`src/rtl/vp_pkg.sv`:
```
// Shared constants and state encoding for the vector result writeback path.
package vp_pkg;
  localparam int LANES  = 16;
  localparam int ELEM_W = 32;
  localparam int REG_AW = 2;
  localparam int VEC_W  = LANES * ELEM_W;
  localparam int RES_W  = 2 * VEC_W;

  typedef enum logic [1:0] {
    IDLE,
    BEAT0,
    BEAT1
  } wb_state_t;
endpackage

```
`src/rtl/wb_lane_pack.sv`:
```
// Forms the two register-file words from a widened result: the first beat
// (full low half, or the low element of every lane packed) and the high half.
module wb_lane_pack #(
  parameter int LANES  = vp_pkg::LANES,
  parameter int ELEM_W = vp_pkg::ELEM_W
) (
  input  logic [2*LANES*ELEM_W-1:0] i_res,
  input  logic                      i_wide,
  output logic [LANES*ELEM_W-1:0]   o_beat0,
  output logic [LANES*ELEM_W-1:0]   o_beat1
);
  localparam int VEC_W = LANES * ELEM_W;

  logic [VEC_W-1:0] w_packed;

  // Narrow mode keeps only the low element of each double-width lane.
  for (genvar g = 0; g < LANES; g++) begin : g_lane
    assign w_packed[g*ELEM_W +: ELEM_W] = i_res[g*2*ELEM_W +: ELEM_W];
  end

  assign o_beat0 = i_wide ? i_res[VEC_W-1:0] : w_packed;
  assign o_beat1 = i_res[2*VEC_W-1:VEC_W];
endmodule

```
`src/rtl/vec_result_writeback.sv`:
```
// Accepts one widened vector ALU result and writes it to the register file
// as one packed beat (narrow) or two full beats to rd and rd+1 (wide).
module vec_result_writeback #(
  parameter int LANES  = vp_pkg::LANES,
  parameter int ELEM_W = vp_pkg::ELEM_W,
  parameter int REG_AW = vp_pkg::REG_AW
) (
  input  logic                      clk,
  input  logic                      rst,
  input  logic                      res_valid,
  output logic                      res_ready,
  input  logic [2*LANES*ELEM_W-1:0] res_data,
  input  logic [REG_AW-1:0]         res_rd,
  input  logic                      res_wide,
  output logic                      rf_we,
  output logic [REG_AW-1:0]         rf_waddr,
  output logic [LANES*ELEM_W-1:0]   rf_wdata,
  input  logic                      rf_gnt,
  output logic                      busy,
  output logic                      done
);
  localparam int VEC_W = LANES * ELEM_W;

  vp_pkg::wb_state_t r_state;
  logic              r_wide;
  logic [VEC_W-1:0]  r_hi;
  logic [VEC_W-1:0]  w_beat0;
  logic [VEC_W-1:0]  w_beat1;
  logic              w_final;
  logic              w_fin;
  logic              w_accept;

  wb_lane_pack #(
    .LANES  (LANES),
    .ELEM_W (ELEM_W)
  ) u_pack (
    .i_res   (res_data),
    .i_wide  (res_wide),
    .o_beat0 (w_beat0),
    .o_beat1 (w_beat1)
  );

  // A granted final beat frees the block in the same cycle for back-to-back results.
  assign w_final   = (r_state == vp_pkg::BEAT1) || ((r_state == vp_pkg::BEAT0) && !r_wide);
  assign w_fin     = w_final && rf_gnt;
  assign res_ready = !rst && ((r_state == vp_pkg::IDLE) || w_fin);
  assign w_accept  = res_valid && res_ready;
  assign busy      = (r_state != vp_pkg::IDLE);

  always_ff @(posedge clk or posedge rst) begin
    if (rst) begin
      r_state  <= vp_pkg::IDLE;
      r_wide   <= 1'b0;
      rf_we    <= 1'b0;
      rf_waddr <= '0;
      rf_wdata <= '0;
      done     <= 1'b0;
    end else begin
      done <= w_fin;
      if (w_accept) begin
        r_state  <= vp_pkg::BEAT0;
        r_wide   <= res_wide;
        rf_we    <= 1'b1;
        rf_waddr <= res_rd;
        rf_wdata <= w_beat0;
      end else begin
        case (r_state)
          vp_pkg::BEAT0: begin
            if (rf_gnt) begin
              if (r_wide) begin
                r_state  <= vp_pkg::BEAT1;
                rf_waddr <= rf_waddr + REG_AW'(1);
                rf_wdata <= r_hi;
              end else begin
                r_state <= vp_pkg::IDLE;
                rf_we   <= 1'b0;
              end
            end
          end
          vp_pkg::BEAT1: begin
            if (rf_gnt) begin
              r_state <= vp_pkg::IDLE;
              rf_we   <= 1'b0;
            end
          end
          default: r_state <= vp_pkg::IDLE;
        endcase
      end
    end
  end

  // High half is pure data and only needs to be valid while a wide result is held.
  always_ff @(posedge clk) begin
    if (w_accept) r_hi <= w_beat1;
  end
endmodule
```
`config.mk`:
```
export PLATFORM = sky130hd
export DESIGN_NAME = vec_result_writeback
export DESIGN_NICKNAME = d
export VERILOG_FILES = /design/src/rtl/vp_pkg.sv /design/src/rtl/wb_lane_pack.sv /design/src/rtl/vec_result_writeback.sv
export SDC_FILE = /design/constraint.sdc
export NUM_CORES = 2
export LEC_CHECK = 0
export ABC_CLOCK_PERIOD_IN_PS = 22000
export CAP_MARGIN = 25
export CORE_AREA = 3 3 601 603
export DETAILED_ROUTE_END_ITERATION = 12
export DIE_AREA = 0 0 604 606
export DONT_BUFFER_PORTS = 1
export PLACE_DENSITY = 0.3
export SLEW_MARGIN = 20
export SYNTH_ARGS = -nofsm -noshare
export SYNTH_HDL_FRONTEND = slang
export SYNTH_SLANG_ARGS = --single-unit
```
`constraint.sdc`:
```
create_clock -name clk -period 22 [get_ports clk]
set_input_delay 4.4 -clock clk [delete_from_list [all_inputs] [get_ports clk]]
set_output_delay 4.4 -clock clk [all_outputs]
set_load 0.1 [all_outputs]
```
# Word level (Yosys, flattened, before mapping)
# Index checks and enable logic that the tools add are counted.
[word_totals]
regBits = 1031
latch_bits = 0
mem_bits_rw = 0
romBits = 0
inputBits = 1031
wordCells = 49
mem_count = 0
[classes]
add_sub_neg = 1
mul = 0
n_div = 0
order_cmp = 0
n_eq_ne = 5
shifts = 0
n_mux = 19
bitwise_logic = 0
n_reduce_logical = 17
[ops]
columns = ["operator", "count"]
rows = [
  ["$mux W512", 5],
  ["$mux W2", 8],
  ["$ne A3 B3 Y1 const B", 3],
  ["$reduce_bool A2 Y1", 4],
  ["$logic_and A1 B1 Y1", 4],
  ["$mux W1", 4],
  ["$pmux W2 S2", 1],
  ["$reduce_and A4 Y1", 1],
  ["$reduce_and A3 Y1", 1],
  ["$reduce_bool A3 Y1", 1],
  ["$add A2 B1 Y2 const B", 1],
  ["$eq A2 B1 Y1 const B", 1],
  ["$eq A2 B2 Y1 const B", 1],
  ["$logic_not A1 Y1", 2],
  ["$logic_not A2 Y1", 1],
  ["$logic_or A1 B1 Y1", 2],
  ["$pmux W1 S2", 1],
  ["$reduce_and A2 Y1", 1],
]

# Depth between registers and ports, before layout
[logic_depth]
depth_word = 9
depth_mapped = 7
mapped_depth_nobuf = 4

# Hierarchy
# Synthesis repeated with hierarchy kept, for this count alone.
[unflattened]
cells_unflattened = 4380
hier_area_um2 = 48620.4
[modules_own_cells]
columns = ["module", "instances", "cells_per_inst", "area_each_um2"]
rows = [
  ["vec_result_writeback", 1, 3303, 38728.4],
  ["wb_lane_pack", 1, 1077, 9892.0],
]

# Least setup slack after synthesis
# OpenSTA, ideal clock, no wires.
[synth_path]
kind = "input to register"
from = "input port rst"
to = "register r_hi[0], enable pin"
setup_ns = 0.860
arrival_time_ns = 27.359
path_slack_ns = -6.219
cell_stages = 6
path_buffers = 3
path_cell_list = "inv_1 > o311ai_2 > buf_4 > buf_4 > buf_2 > inv_1"
[synth_via]
elab_chain_cells = 3
[synth_lines]
columns = ["item", "line", "text"]
rows = [
  ["start, declared", "vec_result_writeback.sv:9", "input logic rst,"],
  ["$logic_not A1 Y1 (no source line)", "--", ""],
  ["$logic_and A1 B1 Y1", "vec_result_writeback.sv:46", "assign res_ready = !rst && ((r_state == vp_pkg::IDLE) || w_fin);"],
  ["$logic_and A1 B1 Y1", "vec_result_writeback.sv:47", "assign w_accept = res_valid && res_ready;"],
  ["named net w_accept", "vec_result_writeback.sv:31", "logic w_accept;"],
  ["end signal, assigned", "vec_result_writeback.sv:94", "if (w_accept) r_hi <= w_beat1;"],
  ["end, declared", "vec_result_writeback.sv:26", "logic [VEC_W-1:0] r_hi;"],
]
# The timed path passes the listed nets, and every way through them passes these cells.
# A chain may end at the register's enable or synchronous reset.

# Worst setup path in the final report
[layout_path]
from = "input port rf_gnt"
to = "output port res_ready"
[layout_via]
elab_chain_cells = 3
[layout_lines]
columns = ["item", "line", "text"]
rows = [
  ["start, declared", "vec_result_writeback.sv:18", "input logic rf_gnt,"],
  ["$logic_and A1 B1 Y1", "vec_result_writeback.sv:45", "assign w_fin = w_final && rf_gnt;"],
  ["$logic_or A1 B1 Y1", "vec_result_writeback.sv:46", ""],
  ["$logic_and A1 B1 Y1", "vec_result_writeback.sv:46", ""],
  ["end, declared", "vec_result_writeback.sv:11", "output logic res_ready,"],
]
# Every way passes these cells.

==> impl_results.md <==
- Seq/Total Area, Yosys: 0.662
- Die height: 606 um
- Synth Warn #: 0
- Pre-Repair DR Iteration Count: 5
- Setup repair after global routing missed its margin: no
- Root Driver: clkbuf_16
- WL/cell: 36.6 um
- Final Instance Area: 55600 um^2
- Req. time, crit path: 17.60 ns
- CP max stage delay: 0.31 ns
- Seq pwr share: 0.487
- GRT overflow: 0
- Syn Area/Cell: 12.8 um^2
- Final setup vio count: 0
- Area leader, netlist: edfxtp_1
- Slowest cell on crit path: buf_4
- Final Cycle Share: 0.438
- WHS: 0.419 ns
- Top Metal Used: met5
- Post-Synthesis Cells: 3338
- Reg clk slew, reported paths: 0.06 ns
- Post-synth EDFFs: 512
- Switching Power: 4.75 mW
- Iter 0 DRT Violations: 2988
- Internal cell power: 4.34 mW
- Synth top area cells: edfxtp_1 36%, dfrtp_1 30%, mux2i_1 11%, o221ai_1 9.8%, nand2_1 4.8%
- Worst reg2reg setup slack: 17.25 ns
- Post-synth top area share: 0.359
- Max transition margin: 0.187
- Port Buffers: 0
- Worst vdd ir: 63.9 uV
- Total of max-cap violations: 0
- Crit path from: rf_gnt
- End point of the critical path: res_ready
- Syn_nets: 4369
- Hold Crit Class: flip-flop to flip-flop
- Initial Util: 0.120
- I/O pin cnt: 1549
- Lkg Pwr: 21.4 nW
- DR WL met3: 25.7 mm
- Initial antenna violation count: 141
- Vias in the first global route: 30187
- Flops & latches, synth: 1031
- NumNets Final: 4564
- TritonCTS clock tree: done
- CTS Hold Bufs: 0
- Post-synth top cells: 546 x nand2_1, 519 x dfrtp_1, 512 x edfxtp_1, 484 x inv_1
- Worst Setup Path Type: input pin to primary output
- Post-synth cell types: 30
- R2R depth: 7
- Wirelength, routed: 309 mm
- CP Launch Type: input pin
- Critical-path cell list: nor2b_1 > nor3_1 > nor2_2 > buf_4
- Site Rows: 219
- Dpl hpwl: 251 mm
- Core ar.: 356000 um^2
- Status: finished clean
- Post-CTS Setup Inserts: 0
- Crit path DAT: 5.23 ns
- DRC violations left: 0
- ANT nets after route: 0
- Placer Congestion: 0.917
- Max Clk Rate: 104 MHz
- Final slew viol count: 0
- Vias per cell: 3.65
- Final hold vios: 0
- Setup TNS: 0 ns
- WL met1: 120 mm
- Gate power share: 0.252
- Tmin final: 9.63 ns
- Wire length on met2: 153 mm
- CP endpoint kind: primary output
- Cell Area, Synth: 42800 um^2
- Clock share of power: 0.261
- Max Clock Skew: 0.0655 ns
- Main synth FF type: dfrtp_1
- Layout cells sized above 1: 0.131
- Count leader, synth: nand2_1
- Largest net degree at the start of global routing: 144
- Cell Area, Placed: 50700 um^2
- Die W: 604 um
- Power Density: 163 nW/um^2
- Clk_lat worst skew: 0.85 ns
- Die area: 366000 um^2
- R2R Path Start: r_state[0]
- Num Clock Sinks: 1031
- Post-cts resize count: 0
- CTS Buf Count: 144
- Total GRT Usage: 0.161
- Switching Share: 0.522
- Synth-to-layout area growth: 29.8%
- Least-Margin Pin Slew: 1.19 ns
- Clock Tree Buf Depth: 4
- Post-layout util: 0.156
- FF-to-FF End: rf_wdata[421]
- H-tree depth: 4
- Critical path peak fanout: 6
- DR vias: 30804
- Asr flop ratio synth: 0.503
- First-pass GRT wire length: 379 mm
## worst max-delay path, delay by kind of cell
family / cells / cell delay [ns]
and+or+nand+nor: 3 / 0.51
buffers and inverters: 1 / 0.31
## area by class of cell
cell class / count / area (um^2)
timing repair buffer: 277 / 3080
clock buffer: 194 / 3930
sequential: 1031 / 28400
fill: 39481 / 300000
antenna: 48 / 120
tap: 4751 / 5940
clock inverter: 67 / 717
inverter: 485 / 1830
multi-input combinational: 1594 / 11600
## stage by stage
| stage | cells | worst slack, ns | total power [mW] |
|---|---|---|---|
| 2_1_floorplan | 3338 | 0.963 | 5.64 |
| 6_report | 8447 | 12.37 | 9.09 |
| 3_3_place_gp | 8010 | 12.28 | 6.54 |
| 5_1_grt | 8424 | 12.33 | 9.39 |
| 3_5_place_dp | 8129 | 12.35 | 6.82 |
| 4_1_cts | 8390 | 12.35 | 9.25 |
## placed cells by master, fill, tap and decap left out, types with 41 or more instances in the layout
master,count
dfrtp_1,506
clkbuf_1,41
buf_12,83
o221ai_1,480
nand2_1,546
edfxtp_1,512
buf_4,147
inv_1,482
mux2i_1,476
diode_2,48
clkbuf_16,144
## power groups by stage
stage          clock (mW)  sequential (mW)  combinational [mW]
3_3_place_gp            0             4.92                1.62
2_1_floorplan           0             5.05               0.585
3_5_place_dp            0             4.50                2.32
6_report             2.37             4.43                2.29
4_1_cts              2.46             4.46                2.32
5_1_grt              2.52             4.46                2.41
## logic make-up (layout without fill, tap and decap cells)
family                   count (synthesis)  count (layout)  share of synthesized area
flip-flops                            1031            1031                      0.662
buffers and inverters                  713            1023                     0.0680
AND/OR/NAND/NOR                        590             590                     0.0524
AO/OA/AOI/OAI                          520             520                      0.104
multiplexers                           481             481                      0.112
XOR/XNOR                                 2               2                   0.000409
adder cells (fa/ha/maj)                  1               1                   0.000263
other                                    0              48                          0
## registers in the layout, indices dropped and copies added (netlist names)
| name | flops |
|---|---|
| r_hi | 512 |
| rf_wdata | 512 |
| r_state | 2 |
| rf_waddr | 2 |
| done | 1 |
| r_wide | 1 |
| rf_we | 1 |
## per-layer routing
metal  vias to the layer above  track usage
met4                        50       0.0470
met3                       508       0.0540
li1                      12529            -
met2                      1563        0.277
met5                         -            0
met1                     16154        0.190
## how the worst min path moves through the flow
stage | startpoint | to | slack, ns | depth (start not counted)
3_3_place_gp | r_hi[245] | rf_wdata[245] | 0.43 | 2
5_1_grt | r_hi[110] | rf_wdata[110] | 0.43 | 2
2_1_floorplan | r_hi[100] | rf_wdata[100] | 0.43 | 2
4_1_cts | r_hi[110] | rf_wdata[110] | 0.42 | 2
3_5_place_dp | r_hi[216] | rf_wdata[216] | 0.44 | 2
6_report | r_hi[110] | rf_wdata[110] | 0.42 | 2
Note: power is estimated with default switching activity, not from simulation.
